**config.mk**
```make
export PLATFORM = sky130hd
export DESIGN_NAME = sysid_regs
export DESIGN_NICKNAME = d
export VERILOG_FILES = /design/src/rtl/sysid_regs.sv
export SDC_FILE = /design/constraint.sdc
export NUM_CORES = 1
export LEC_CHECK = 0
export ABC_AREA = 0
export CORE_MARGIN = 2
export CORE_UTILIZATION = 26
export CTS_BUF_LIST = sky130_fd_sc_hd__clkbuf_2 sky130_fd_sc_hd__clkbuf_4 sky130_fd_sc_hd__clkbuf_8
export CTS_CLUSTER_SIZE = 40
export DETAILED_ROUTE_END_ITERATION = 16
export PLACE_DENSITY_LB_ADDON = 0.2
export RECOVER_POWER = 50
export SYNTH_ARGS = -nofsm -noshare
export SYNTH_HDL_FRONTEND = slang
export SYNTH_SLANG_ARGS = --single-unit
export TNS_END_PERCENT = 10
```
**constraint.sdc**
```tcl
create_clock -name clock -period 2.5 [get_ports clock]
set_input_delay 0.25 -clock clock [delete_from_list [all_inputs] [get_ports clock]]
set_output_delay 0.25 -clock clock [all_outputs]
set_load 0.02 [all_outputs]
```
**src/rtl/sysid_regs.sv**
```systemverilog
// System-identification register bank: ID, build timestamp, scratch, and a
// prescaled uptime counter whose upper word is snapshotted by the LO read.
module sysid_regs #(
   parameter logic [31:0] SYSID            = 32'hCAFE0001,
   parameter logic [31:0] TIMESTAMP        = 32'h00000000,
   parameter logic [31:0] DEFAULT_PRESCALE = 32'd0,
   parameter int          CNT_W            = 64
) (
   input  logic        clock,
   input  logic        reset_n,
   input  logic [2:0]  address,
   input  logic        read,
   input  logic        write,
   input  logic [31:0] writedata,
   input  logic [3:0]  byteenable,
   output logic [31:0] readdata,
   output logic        readdatavalid
);
   localparam int HI_W = CNT_W - 32;

   localparam logic [2:0] ADDR_ID       = 3'd0;
   localparam logic [2:0] ADDR_TS       = 3'd1;
   localparam logic [2:0] ADDR_SCRATCH  = 3'd2;
   localparam logic [2:0] ADDR_CTRL     = 3'd3;
   localparam logic [2:0] ADDR_LO       = 3'd4;
   localparam logic [2:0] ADDR_HI       = 3'd5;
   localparam logic [2:0] ADDR_PRESCALE = 3'd6;

   logic [31:0]      scratch_q, scratch_d;
   logic [31:0]      prescale_q, prescale_d;
   logic [31:0]      pre_cnt_q, pre_cnt_d;
   logic [CNT_W-1:0] cnt_q, cnt_d;
   logic [HI_W-1:0]  shadow_q, shadow_d;
   logic             en_q, en_d;
   logic             ovf_q, ovf_d;
   logic [31:0]      readdata_q, readdata_d;
   logic             rdv_q, rdv_d;

   logic        wr_ctrl, wr_prescale, clr, tick, wrap;
   logic [31:0] hi_word, ctrl_word, rd_mux;

   function automatic logic [31:0] merge_bytes(input logic [31:0] old_val,
                                               input logic [31:0] wdata,
                                               input logic [3:0]  be);
      logic [31:0] res;
      res = old_val;
      for (int b = 0; b < 4; b++) begin
         if (be[b]) res[8*b +: 8] = wdata[8*b +: 8];
      end
      return res;
   endfunction

   // Read mux always sees pre-write state, so a same-cycle write is not visible.
   always_comb begin
      hi_word              = '0;
      hi_word[HI_W-1:0]    = shadow_q;
      ctrl_word            = '0;
      ctrl_word[0]         = en_q;
      ctrl_word[8]         = ovf_q;
      case (address)
         ADDR_ID:       rd_mux = SYSID;
         ADDR_TS:       rd_mux = TIMESTAMP;
         ADDR_SCRATCH:  rd_mux = scratch_q;
         ADDR_CTRL:     rd_mux = ctrl_word;
         ADDR_LO:       rd_mux = cnt_q[31:0];
         ADDR_HI:       rd_mux = hi_word;
         ADDR_PRESCALE: rd_mux = prescale_q;
         default:       rd_mux = '0;
      endcase
   end

   always_comb begin
      wr_ctrl     = write && (address == ADDR_CTRL);
      wr_prescale = write && (address == ADDR_PRESCALE);

      en_d = en_q;
      if (wr_ctrl && byteenable[0]) en_d = writedata[0];
      clr = wr_ctrl && byteenable[0] && writedata[1];

      // The incoming EN value gates this cycle, so writing EN=0 suppresses the tick.
      tick = en_d && (pre_cnt_q == prescale_q);

      pre_cnt_d = pre_cnt_q;
      if (clr || wr_prescale)  pre_cnt_d = '0;
      else if (en_d)           pre_cnt_d = tick ? 32'd0 : pre_cnt_q + 32'd1;

      cnt_d = cnt_q;
      wrap  = 1'b0;
      if (clr) begin
         cnt_d = '0;
      end else if (tick) begin
         cnt_d = cnt_q + CNT_W'(1);
         wrap  = (cnt_q == '1);
      end

      ovf_d = ovf_q;
      if (wr_ctrl && byteenable[1] && writedata[8]) ovf_d = 1'b0;
      if (wrap)                                      ovf_d = 1'b1;

      scratch_d  = (write && address == ADDR_SCRATCH)
                   ? merge_bytes(scratch_q, writedata, byteenable) : scratch_q;
      prescale_d = wr_prescale ? merge_bytes(prescale_q, writedata, byteenable) : prescale_q;

      shadow_d = shadow_q;
      if (read && address == ADDR_LO) shadow_d = cnt_q[CNT_W-1:32];

      rdv_d      = read;
      readdata_d = read ? rd_mux : readdata_q;
   end

   always_ff @(posedge clock) begin
      if (!reset_n) begin
         scratch_q  <= '0;
         prescale_q <= DEFAULT_PRESCALE;
         pre_cnt_q  <= '0;
         cnt_q      <= '0;
         shadow_q   <= '0;
         en_q       <= 1'b1;
         ovf_q      <= 1'b0;
         readdata_q <= '0;
         rdv_q      <= 1'b0;
      end else begin
         scratch_q  <= scratch_d;
         prescale_q <= prescale_d;
         pre_cnt_q  <= pre_cnt_d;
         cnt_q      <= cnt_d;
         shadow_q   <= shadow_d;
         en_q       <= en_d;
         ovf_q      <= ovf_d;
         readdata_q <= readdata_d;
         rdv_q      <= rdv_d;
      end
   end

   assign readdata      = readdata_q;
   assign readdatavalid = rdv_q;
endmodule

```
==> results of run 1 <==
final timing paths:
kind / start / endpoint / slack (ns) / cells past startpoint
worst min register to register: hi_word[5]$_SDFFE_PN0P_ / hi_word[5]$_SDFFE_PN0P_ / 0.46 / 2
worst min-delay path: writedata[29] / prescale_q[29]$_SDFFE_PN0P_ / 0.34 / 3
worst max register to register: pre_cnt_q[14]$_SDFFE_PP0P_ / cnt_q[62]$_SDFFE_PP0N_ / -0.08 / 7
worst max-delay path: pre_cnt_q[14]$_SDFFE_PP0P_ / cnt_q[62]$_SDFFE_PP0N_ / -0.08 / 7
worst max-delay path, cell delays in order, from the launching register on:
cell	delay, ns
dfxtp_2	0.36
xor2_4	0.19
nor4_4	0.33
nand4_1	0.15
buf_6	0.17
or4_4	0.61
or4_4	0.54
a21oi_2	0.14
power by group through the flow:
stage	Sequential, mW	Clock [mW]	Combinational, mW
final	3.70	3.78	0.794
after global routing	3.71	4.06	0.856
after CTS	3.70	3.91	0.781
after detailed placement	3.78	0	0.741
after global placement	3.78	0	0.739
after floorplan	3.78	0	0.348
registers in the layout, summed over array words and instances (netlist names):
register / flops
scratch_q: 32
prescale_q: 32
ovf_q: 1
pre_cnt_q: 32
hi_word: 32
en_q: 1
readdatavalid: 1
readdata: 32
cnt_q: 64
cell type report:
type,count,share of cell area (%)
Sequential cell,227,32.29
Multi-Input combinational cell,893,40.66
Timing Repair Buffer,241,15.15
Tap cell,532,4.710
Clock buffer,70,6.065
Inverter,36,0.9651
Clock inverter,3,0.1594
cell usage after synthesis (2+ instances only):
library cell / number
nand2b_1: 2
nand2_1: 114
nand4_1: 34
and3_1: 8
buf_1: 3
and4_2: 4
nor3_1: 7
clkbuf_1: 59
buf_6: 4
o21ai_0: 41
or3_1: 33
and2_1: 28
xor2_2: 5
inv_1: 36
buf_2: 4
a221oi_1: 21
a22o_1: 22
nor2_1: 133
a211oi_1: 11
nor4_4: 4
nor4_1: 5
o2bb2ai_1: 4
o22ai_1: 17
and2_2: 2
dfxtp_1: 227
a2bb2oi_1: 9
nand3_1: 47
nor3b_1: 3
ha_1: 2
or4_1: 28
and4_1: 6
nand3_2: 2
xor2_1: 42
clkbuf_8: 8
a21oi_1: 111
o31ai_1: 28
mux2i_1: 76
nor4_2: 4
nor2b_1: 4
xnor2_1: 19
layer usage:
metal	vias up	wire length, µm	part of all wire (%)	track usage, %
li1	4843	-	-	-
met1	4741	17800	48	24.47
met2	198	16700	45	27.20
met3	46	1694	4.6	2.716
met4	0	692	1.9	4.205
met5	-	0	0	0
what timing repair did:
item | CTS | global route
pin swaps | 21 | 16
setup buffers | 1 | 4
setup endpoints to repair | 15 | 30
cloned | 3 | 0
resized for setup | 8 | 29
cell families after synthesis:
kind of cell             Yosys count  share of synthesized area (%)
AND/OR/NAND/NOR                  478                          23.42
AO/OA/AOI/OAI                    268                          15.79
flip-flops                       227                          42.52
buffers and inverters            115                          5.152
multiplexers                      76                          7.119
XOR/XNOR                          66                          5.760
adder cells (fa/ha/maj)            2                         0.2341
through the flow:
step	power (mW)	cells	area, µm²	setup slack, ns	utilization (%)
floorplan	4.131	1232	10690	0.1251	-
global placement	4.522	1921	13090	-0.3039	32.13
detailed placement	4.525	1921	13090	-0.3093	32.13
CTS	8.391	1998	14020	-0.06454	34.42
global route	8.624	2002	14130	-0.1640	34.69
finish	8.278	2002	14130	-0.07577	34.69
==> flow_metrics.tcl, run 1 <==
set metrics [dict create \
    status "finished, violations left" \
    violations "setup timing" \
    antennaDiodeCount 0 \
    cts_buffer_depth 3 \
    wl_um 36880 \
    rsz0062_at_grt "yes" \
    synth_area_um2 10690 \
    regArea_um2 4563 \
    core_um2 40740 \
    critPathKind "register to register" \
    nFillCells 4268 \
    power.switching_mw 2.113 \
    layout_setup_ws_ns -0.07577 \
    drt_iter0_markers 761 \
    yosys-top-cells-area "dfxtp_1 (43%), mux2i_1 (7.1%), a21oi_1 (5.2%)" \
    power_density_nw_per_um2 585.8 \
    yosysWarnings 0 \
    worstSetupStartpointType "register" \
    clock_skew_ns 0.01950 \
    antenna_found_initial 0 \
    final_cell_mix "dfxtp_1 (218), buf_4 (140), nor2_1 (133), nand2_1 (113), a21oi_1 (107)" \
    vias_per_cell 4.909 \
    drc 0 \
    multi_input_area_um2 5746 \
    hold_violations 0 \
    end_kind "register" \
    syn_area_per_cell_um2 8.674 \
    p_int_mw 6.165 \
    tightest_slew_ns 0.7224 \
    p_leak_nw 5.609 \
    die_w_um 206.7 \
    synth_cells 1232 \
    grt_max_degree 65 \
    rows 74 \
    port_buffers 75 \
    tns_ns -0.3492 \
    setup_viol 13 \
    synth_seq_cells 227 \
    combPwrFrac_pct 9.6 \
    yosys.area.top_type "dfxtp_1" \
    yosysTopAreaCellShare_pct 42.52 \
    min_path_type "input port to register" \
    cts.sinks 227 \
    track_usage_pct 17.21 \
    final_common_cell "dfxtp_1" \
    arrival_ns 3.06 \
    whs_ns 0.3423 \
    drv_cap 0 \
    grt_pass1_wl_um 56080 \
    synth_fp_nets 1277 \
    fmax_ghz 0.3882 \
    cts_inserted_buffers 42 \
    swShare_pct 25.53 \
    first_pass_iters 5 \
    timing.final.crit_share_pct 103.0 \
    crit_fanout 5 \
    start_util_pct 26.23 \
    pin_count 76 \
    syn_to_final_growth_pct 32.23 \
    post_drt_wl_per_cell_um 18.42 \
    relSlewSlack_pct 51.84 \
    cts_tree "done" \
    cts_hold_buffers 0 \
    final_max_slew_viol_count 0 \
    final_antenna_net_count 0 \
    synthFlopType "dfxtp_1" \
    htreeDepth 2 \
    grt-ovfl-total 0 \
    critPathRequiredTime_ns 2.98 \
    irDropWorstVdd_mv 0.3373 \
    synth_seq_area_share_pct 42.52 \
    seqPwrFrac_pct 44.7 \
    synth-edff-count 0 \
    clock_latency_ns 0.56 \
    dieArea_um2 42740 \
    dp_hpwl_um 26370 \
    ys_async_sr_fraction_pct 0 \
    clkPwrFrac_pct 45.7 \
    cts.reportedPaths.clkPinSlew_ns 0.06 \
    fin_crit_ns 2.576 \
    nets 1486 \
    drive_gt1_share_pct 20.14 \
    cts_root_buf "clkbuf_8" \
    synth_cell_types 55 \
    grt_pass1_vias 9364 \
    die_y_um 206.7 \
    routabilityCongestion 0.8170 \
    via_count 9828 \
]
Note: power is estimated with default switching activity, not from simulation.
==> inputs of run 2 (changes only) <==
GPL_TIMING_DRIVEN = 0   (was unset)
==> flow_metrics.tcl, run 2 (synthesis results as in run 1) <==
set metrics [dict create \
    wl_um 39010 \
    critPathMostFrequentCell "or4_4" \
    die_w_um 206.7 \
    fin_cells 1919 \
    cts_inserted_buffers 43 \
    cp_slowest_cell "dlygate4sd3_1" \
    start_util_pct 26.23 \
    arrival_ns 3.10 \
    syn_to_final_growth_pct 24.69 \
    final_antenna_net_count 0 \
    drc 0 \
    regMostFlops "cnt_q" \
    cts_root_buf "clkbuf_8" \
    cp_cell_sequence "dlygate4sd3_1 > and4b_4 > nand3_1 > and2_4 > or4_4 > clkbuf_16 > or4_4 > a21oi_2" \
    grt_pass1_wl_um 57430 \
    p_leak_nw 4.997 \
    end_kind "register" \
    fmax_ghz 0.3799 \
    final_max_slew_viol_count 0 \
    drt_iter0_markers 776 \
    nets 1405 \
    htreeDepth 2 \
    rsz0062_at_grt "yes" \
    post-route-util_pct 32.71 \
    relSlewSlack_pct 44.98 \
    core_um2 40740 \
    worstSetupStartpointType "input port" \
    nFillCells 4304 \
    setup_viol 25 \
    cpPeakStageDelay_ns 0.71 \
    fin_area_um2 13330 \
    track_usage_pct 17.95 \
    swShare_pct 25.61 \
    cts_hold_buffers 0 \
    fin_crit_ns 2.633 \
    clock_latency_ns 0.55 \
    cts_buffer_depth 3 \
    status "finished, violations left" \
    routabilityCongestion 0.8302 \
    pin_count 76 \
    critPathKind "input port to register" \
    grt-ovfl-total 0 \
    antennaDiodeCount 0 \
    first_pass_iters 5 \
    grt_max_degree 11 \
    crit_fanout 6 \
    hold_violations 0 \
    drive_gt1_share_pct 14.92 \
    min_path_type "input port to register" \
    placed_cell_area_um2 12070 \
    post_drt_wl_per_cell_um 20.33 \
    timing.final.crit_share_pct 105.3 \
    vias_per_cell 4.992 \
    rows 74 \
    numPlacedInstances 1836 \
    whs_ns 0.2923 \
    port_buffers 72 \
    grt_pass1_vias 9130 \
    cts.reportedPaths.clkPinSlew_ns 0.07 \
    cts.sinks 227 \
    tns_ns -1.214 \
    pre_cts_slack_ns -1.166 \
    violations "setup timing" \
    drv_cap 0 \
    final_common_cell "dfxtp_1" \
    irDropWorstVdd_mv 0.2556 \
    clkPwrFrac_pct 46.6 \
    power.switching_mw 2.101 \
    via_count 9580 \
    dieArea_um2 42740 \
    final_cell_mix "dfxtp_1 (202), nor2_1 (133), nand2_1 (113), a21oi_1 (101), mux2i_1 (76)" \
    dp_hpwl_um 29320 \
    seqPwrFrac_pct 45.3 \
    layout_setup_ws_ns -0.1326 \
    critPathRequiredTime_ns 2.97 \
    largest_reg_flops 64 \
    fin_total_pwr_mw 8.207 \
    clock_skew_ns 0.02823 \
    tightest_slew_ns 0.8253 \
    cts_tree "done" \
    combPwrFrac_pct 8.1 \
    die_y_um 206.7 \
    power_density_nw_per_um2 615.9 \
    p_int_mw 6.105 \
    antenna_found_initial 1 \
]
[run 2: cell count changes in the layout (fill, tap and decap cells not counted), moves of 5 or more]
cell,delta
a21oi_1,-6
a21oi_2,+6
and2_0,+5
and2_1,-5
buf_12,-13
buf_2,+5
buf_4,-128
buf_6,+5
clkbuf_1,+43
clkbuf_4,-5
clkbuf_8,+8
dfxtp_1,-16
dfxtp_2,+17
[run 2: worst paths after layout]
check,from,end,slack (ns),depth (start not counted)
worst max-delay path,address[1],cnt_q[56]$_SDFFE_PP0N_,-0.13,8
worst min register to register,hi_word[23]$_SDFFE_PN0P_,hi_word[23]$_SDFFE_PN0P_,0.46,2
worst max register to register,prescale_q[16]$_SDFFE_PN0P_,cnt_q[56]$_SDFFE_PP0N_,-0.11,7
worst min-delay path,write,pre_cnt_q[0]$_SDFFE_PP0P_,0.29,3
[run 2: power groups by stage]
stage / combinational, mW / sequential, mW / clock [mW]
final: 0.666 / 3.72 / 3.82
after global routing: 0.715 / 3.72 / 4.10
after CTS: 0.648 / 3.72 / 3.93
after detailed placement: 0.637 / 3.80 / 0
after global placement: 0.632 / 3.80 / 0
after floorplan: 0.348 / 3.78 / 0
[run 2: cell type report]
cell class	instances	area, µm²	area share, %
tap	532	665.6	4.995
timing repair buffer	85	839.6	6.300
inverter	36	135.1	1.014
sequential	227	4581	34.38
clock inverter	5	55.05	0.4131
clock buffer	67	834.6	6.263
multi-input combinational	890	5769	43.30
buffer	77	445.4	3.343
[run 2: worst max-delay path, delay by kind of cell]
kind | cells | cell delay (ns)
buf+inv | 2 | 0.90
compound gates | 1 | 0.13
simple gates | 5 | 1.82
[run 2: what timing repair did]
| action | in CTS | in global routing |
|---|---|---|
| setup buffers | 3 | 9 |
| gates cloned | 0 | 1 |
| pin swaps | 7 | 36 |
| endpoints found under the setup margin | 137 | 102 |
| resized for setup | 30 | 76 |
[run 2: layer usage]
| metal | track usage (%) | vias up | part of all wire (%) | routed length [µm] |
|---|---|---|---|---|
| li1 | - | 4677 | - | - |
| met1 | 24.51 | 4612 | 47 | 18340 |
| met2 | 29.20 | 236 | 46 | 17860 |
| met3 | 3.203 | 53 | 5.2 | 2048 |
| met4 | 4.635 | 2 | 1.9 | 744 |
| met5 | 0 | - | 0.033 | 13 |
